[src/rtl/inv_mix_add_key_serial.sv]
// AES-128 decrypt-round AddRoundKey followed by InvMixColumns, computed one
// 32-bit column per cycle with valid/ready handshakes on input and output.
module inv_mix_add_key_serial #(
  parameter int unsigned NUM_COLS = 4
) (
  input  logic         clk,
  input  logic         rst_n,
  input  logic         in_valid,
  output logic         in_ready,
  input  logic [127:0] state_in,
  input  logic [127:0] round_key,
  input  logic         last_round,
  output logic         out_valid,
  input  logic         out_ready,
  output logic [127:0] data_out
);

  localparam int unsigned CW = $clog2(NUM_COLS);

  typedef enum logic [1:0] {IDLE, BUSY, DONE} state_t;

  state_t          state;
  logic [CW-1:0]   col;
  logic [127:0]    st;
  logic            last;
  logic [6:0]      base;
  logic [31:0]     col_in;
  logic [31:0]     col_res;
  logic [7:0]      a  [4];
  logic [7:0]      a2 [4];
  logic [7:0]      a4 [4];
  logic [7:0]      a8 [4];
  logic [7:0]      b  [4];

  function automatic logic [7:0] xt(input logic [7:0] x);
    return {x[6:0], 1'b0} ^ (x[7] ? 8'h1b : 8'h00);
  endfunction

  // Column 0 occupies the top 32 bits, so the bit offset is (3-col)*32.
  assign base   = {~col, 5'b00000};
  assign col_in = st[base +: 32];

  // 0e = x8^x4^x2, 0b = x8^x2^x1, 0d = x8^x4^x1, 09 = x8^x1
  always_comb begin
    for (int unsigned r = 0; r < 4; r++) begin
      a[r]  = col_in[31-8*r -: 8];
      a2[r] = xt(a[r]);
      a4[r] = xt(a2[r]);
      a8[r] = xt(a4[r]);
    end
    for (int unsigned r = 0; r < 4; r++) begin
      b[r] = (a8[r] ^ a4[r] ^ a2[r])
           ^ (a8[(r+1)%4] ^ a2[(r+1)%4] ^ a[(r+1)%4])
           ^ (a8[(r+2)%4] ^ a4[(r+2)%4] ^ a[(r+2)%4])
           ^ (a8[(r+3)%4] ^ a[(r+3)%4]);
    end
    col_res = last ? col_in : {b[0], b[1], b[2], b[3]};
  end

  always_ff @(posedge clk or negedge rst_n) begin
    if (!rst_n) begin
      state     <= IDLE;
      col       <= '0;
      st        <= '0;
      last      <= 1'b0;
      in_ready  <= 1'b1;
      out_valid <= 1'b0;
      data_out  <= '0;
    end else begin
      case (state)
        IDLE: begin
          if (in_valid) begin
            st       <= state_in ^ round_key;
            last     <= last_round;
            col      <= '0;
            in_ready <= 1'b0;
            state    <= BUSY;
          end
        end
        BUSY: begin
          data_out[base +: 32] <= col_res;
          col                  <= col + 1'b1;
          if (col == CW'(NUM_COLS - 1)) begin
            out_valid <= 1'b1;
            state     <= DONE;
          end
        end
        DONE: begin
          if (out_ready) begin
            out_valid <= 1'b0;
            in_ready  <= 1'b1;
            state     <= IDLE;
          end
        end
        default: state <= IDLE;
      endcase
    end
  end

endmodule

[config.mk]
export PLATFORM = sky130hd
export DESIGN_NAME = inv_mix_add_key_serial
export DESIGN_NICKNAME = d
export VERILOG_FILES = /design/src/rtl/inv_mix_add_key_serial.sv
export SDC_FILE = /design/constraint.sdc
export NUM_CORES = 1
export LEC_CHECK = 0
export ABC_AREA = 1
export CAP_MARGIN = 5
export CORE_MARGIN = 2
export CORE_UTILIZATION = 55
export DETAILED_ROUTE_END_ITERATION = 7
export HOLD_SLACK_MARGIN = 0.05
export MAX_ROUTING_LAYER = met4
export PLACE_DENSITY = 0.87
export RECOVER_POWER = 50
export SYNTH_ARGS = -nofsm -noshare
export SYNTH_HDL_FRONTEND = slang
export SYNTH_SLANG_ARGS = --single-unit
[constraint.sdc]
create_clock -name clk -period 4.2 [get_ports clk]
set_input_delay 0.42 -clock clk [delete_from_list [all_inputs] [get_ports clk]]
set_output_delay 0.42 -clock clk [all_outputs]
set_load 0.05 [all_outputs]
---- Word-level counts from Yosys, hierarchy flattened ----
Index checks and enable logic that the tools add are counted.
cells by class
  add/sub/neg operators ................... 2
  equality and inequality tests ........... 6
  shift-type cells ........................ 3
  mux-type cells .......................... 26
  bitwise gates (word level) .............. 50
  reductions and logical operators ........ 9
operators with widths
  cell                                                                      number
  8-bit bitwise XOR                                                         36
  128-bit bitwise mux                                                       1
  32-bit by 9-bit variable shift with 128-bit output, first input constant  1
  128-bit by 8-bit variable part select with 32-bit output                  1
  32-bit by 9-bit variable part select with 128-bit output                  1
  128-bit bitwise XOR                                                       1
  8-bit by 5-bit bitwise XOR with 8-bit output                              12
  5-bit two-way mux                                                         12
  32-bit two-way mux                                                        1
  7-bit negation with 9-bit output                                          1
  3-bit AND reduction                                                       3
  2-bit two-way mux                                                         4
  2-bit inequality test, second input constant                              3
  2-bit one-hot mux with 3 select lines                                     1
  2-bit nonzero test                                                        3
  2-bit == test, second input constant                                      2
  1-bit two-way mux                                                         4
  1-bit one-hot mux with 2 select lines                                     2
  2-bit one-hot mux with 2 select lines                                     1
  2-bit AND reduction                                                       2
  2-bit by 1-bit adder with 2-bit output, second input constant             1
  2-bit by 1-bit == test with 1-bit output, second input constant           1
  2-bit zero test                                                           1
  2-bit NOT                                                                 1
word-level totals
  flip-flop bits (word level) ............. 263
  input port bits ......................... 261
  word-level logic and storage cells ...... 103

---- Longest topological paths before layout ----
  depth after elaboration ................. 16
  gate-level depth with buffers ........... 23
  depth with buffers taken out ............ 21

---- Worst setup path before layout ----
Ideal clock, no wire load.
  path type ............................... register to register
  from .................................... register col[0]
  to ...................................... register data_out[25]
  arrival time ............................ 2.408 ns
  data required time ...................... 4.134 ns
  slack ................................... 1.726 ns
  cell stages (with the launch flop) ...... 12
  path buffers ............................ 6
  clock period less this slack ............ 2.474 ns
  cells stage by stage .................... dfrtp_1 buf_6 inv_6 buf_6 buf_6 buf_2 buf_2 ha_1 nor4_1 clkbuf_1 nand3_1 nand2_1
between the ends
  longest elaborated chain between the ends .. 14
  elaborated cells between the ends (all ways) .. 67
  classes of those cells .................. add/sub: 1; shift: 3; mux: 14; bitwise: 49
ends and longest elaborated chain
  element                                                                                          RTL line    text
  start: declaration                                                                               23          logic [CW-1:0] col;
  start signal: assignment                                                                         82          col <= col + 1'b1;
  2-bit NOT *                                                                                      40          assign base = {~col, 5'b00000};
  128-bit by 8-bit variable part select with 32-bit output                                         41          assign col_in = st[base +: 32];
  8-bit by 5-bit bitwise XOR with 8-bit output or 5-bit two-way mux (tied branches) (2 in series)  36          return {x[6:0], 1'b0} ^ (x[7] ? 8'h1b : 8'h00);
  5-bit two-way mux or 8-bit by 5-bit bitwise XOR with 8-bit output (tied branches)                36
  8-bit by 5-bit bitwise XOR with 8-bit output                                                     36
  8-bit bitwise XOR (on tied branches)                                                             52, 54, 53
  8-bit bitwise XOR (on tied branches)                                                             52, 53
  8-bit bitwise XOR                                                                                53          ^ (a8[(r+1)%4] ^ a2[(r+1)%4] ^ a[(r+1)%4])
  8-bit bitwise XOR                                                                                54          ^ (a8[(r+2)%4] ^ a4[(r+2)%4] ^ a[(r+2)%4])
  8-bit bitwise XOR                                                                                55          ^ (a8[(r+3)%4] ^ a[(r+3)%4]);
  32-bit two-way mux                                                                               57          col_res = last ? col_in : {b[0], b[1], b[2], b[3]};
  32-bit by 9-bit variable part select with 128-bit output                                         81          data_out[base +: 32] <= col_res;
  128-bit bitwise mux *                                                                            81
  end signal: indexed assignment                                                                   81
  end: declaration                                                                                 15          output logic [127:0] data_out
Mark *: on every way between the ends. The rest lies on a longest branch, timed or not.
A chain may end at the register's enable or synchronous reset.

---- Worst setup path in the final report ----
  from .................................... register col[1]
  to ...................................... register data_out[44]
Same word-level chain as after synthesis.

==> metrics <==
Core Box Area 0.0304 mm²; crit path max fanout 52; run status finished, violations left; GPL Wtd Cong 1.11; max cap viols 1; setup TNS 0 ps; mux share of post-synthesis cell area 0; Seq cells post-synth 263; Distinct cells, synth 40; die height 179 µm; layout cells sized above 1 0.0685; port buffer count 390; DRT Pass-1 Iters 6; RSZ-0062 raised after global routing no; Post-Place Worst Slack 794 ps; total I/O pin count 391; post-synthesis simple-gate area fraction 0.368; adder-cell share of the synthesized area 0.00371; largest net degree at the start of global routing 212; root buffer cell clkbuf_16; violated checks max-capacitance violations, max-slew violations; Compound-Gate Fraction of Synth Area 0.0533; Peak Freq 274 MHz; first-pass GRT wire length 100000 µm; Die Footprint 0.0321 mm²; Worst Path Required 4730 ps; Post-DRT Antenna Nets 0; initial core utilization 0.554; Mean Syn Cell Area 7.24 µm²; commonest non-fill, non-tap cell in the layout nand2_1; latest clock arrival within the worst-skew pair 600 ps; layout net count 2946; CP endpoint kind flip-flop; vias 18225; initial antenna violation count 2; Post-Syn Instances 2331; # clock sinks 263; Max-slew headroom -0.157; most frequent cells in the layout nand2_1 (1115), clkdlybuf4s50_1 (389), dfrtp_1 (260); Crit Path Category flip-flop to flip-flop; PnR worst setup slack 548 ps; Synth Net Count 2597; Avg WL per Cell 21.6 µm; Post-Route WL 66900 µm; # hold bufs at CTS 1; dpl cells 3045; row count 64; Clk pin slew, worst setup/hold paths 60 ps; Vias/cell 5.88; TritonCTS clock tree built; Syn Std Cell Area 0.0169 mm²; total CTS buffers 28; Worst Tran Pin Value 1730 ps; area growth from synthesis to layout 30.4%; Slew Viols, Final 33; Hold WC Path Type primary input to flip-flop; crit path time final 3650 ps; DRC violations left 0; Post-CTS Setup Bufs 0; Max clock buf depth 3; xor-xnor portion of the synthesized cell area 0.134; largest family of logic cells by synthesized area simple AND/OR/NAND/NOR gates; critical path arrival 4180 ps; die width 179 µm; Worst setup SP type flip-flop; final hold viol count 0; Clock Skew 40.1 ps; grt ovf 0; post-cts sizing count 0; via count of the first global-routing pass 17414; register area share after synthesis 0.390; dpl hpwl 49400 µm; non-filler instance count after layout 3101; DRT iter0 DRCs 2319; H-tree Lvls 1; Synth Warn # 0; Final setup viols 0; GR Util All Layers 0.425; fin crit share 0.869
[cell families after synthesis]
| logic type | Yosys count |
|---|---|
| adders and majority gates | 5 |
| AOI/OAI and AO/OA | 171 |
| DFF | 263 |
| and+or+nand+nor | 1463 |
| buffers and inverters | 186 |
| xor gates and xnor gates | 243 |
[metal layers]
metal	routed length, µm	global-route usage	share of wire	vias to the layer above
met5	0	-	0	-
met4	3700	0.191	0.055	0
met3	6730	0.0782	0.10	256
met2	31600	0.677	0.47	1293
met1	24900	0.530	0.37	8586
li1	-	-	-	8090
[synthesized netlist by cell type (all sizes together)]
cell / instances / area share
dfrtp: 262 / 0.39
o31ai: 1 / 0.00045
o21ai: 162 / 0.049
dfstp: 1 / 0.0016
a22o: 4 / 0.0021
nand2: 1182 / 0.28
a21o: 1 / 0.00045
nand4: 54 / 0.021
buf: 46 / 0.020
xnor2: 183 / 0.099
clkinv: 3 / 0.00067
inv: 84 / 0.019
nand3: 203 / 0.062
nor4: 1 / 0.00037
nand2b: 1 / 0.00037
or2: 4 / 0.0015
nor2: 11 / 0.0026
ha: 5 / 0.0037
xor2: 60 / 0.034
nand3b: 7 / 0.0031
o21bai: 2 / 0.00089
clkbuf: 53 / 0.012
a21oi: 1 / 0.00030
[worst max-delay path: stages, from the launching register on]
cell     delay [ps]
dfrtp_2         370
buf_4           520
nand3_1         210
nand2_2         510
inv_2           190
nand2_1         140
nand2_1         220
nand2_1         120
nand2_1         140
nand2_1         120
nand3_1         140
nand2_1         100
nand2_1         110
nand2_1          90
nand2_1          50
nand2_1          50
nand2_1          60
nand2_2         170
nand4_1         120
nand2_1         110
[metrics by stage]
| stage | hold WS (ps) | utilization | cell area (µm²) |
|---|---|---|---|
| 2_1_floorplan | 124 | - | 16900 |
| 3_3_place_gp | 456 | 0.690 | 21000 |
| 3_5_place_dp | 463 | 0.690 | 21000 |
| 4_1_cts | 432 | 0.724 | 22000 |
| 5_1_grt | 435 | 0.723 | 22000 |
| 6_report | 435 | 0.723 | 22000 |
[worst paths after layout]
check / startpoint / end / slack [ps] / depth (start not counted)
max in group asynchronous: rst_n / data_out[36] / 1510 / 3
worst min-delay path: last_round / last / 440 / 3
min in group asynchronous: rst_n / data_out[44] / 510 / 2
worst max-delay path: col[1] / data_out[44] / 550 / 19
worst max register to register: col[1] / data_out[44] / 550 / 19
worst min register to register: in_ready / in_ready / 480 / 2
[final cells by class]
type                            instances  area (µm²)
Clock inverter                         17         277
Clock buffer                           35         747
Inverter                               87         337
Multi-Input combinational cell       1882        9420
Fill cell                            2197        8430
Tap cell                              396         495
Sequential cell                       263        6590
Timing Repair Buffer                  418        4130
Antenna cell                            3        7.51
[state kept, by name (all words and copies together) (netlist names)]
register   flops
out_valid      1
last           1
col            2
data_out     128
state          2
in_ready       1
st           128
Power is not shown: default switching activity piles up to over one toggle a cycle in this logic, so the estimate is an artifact.
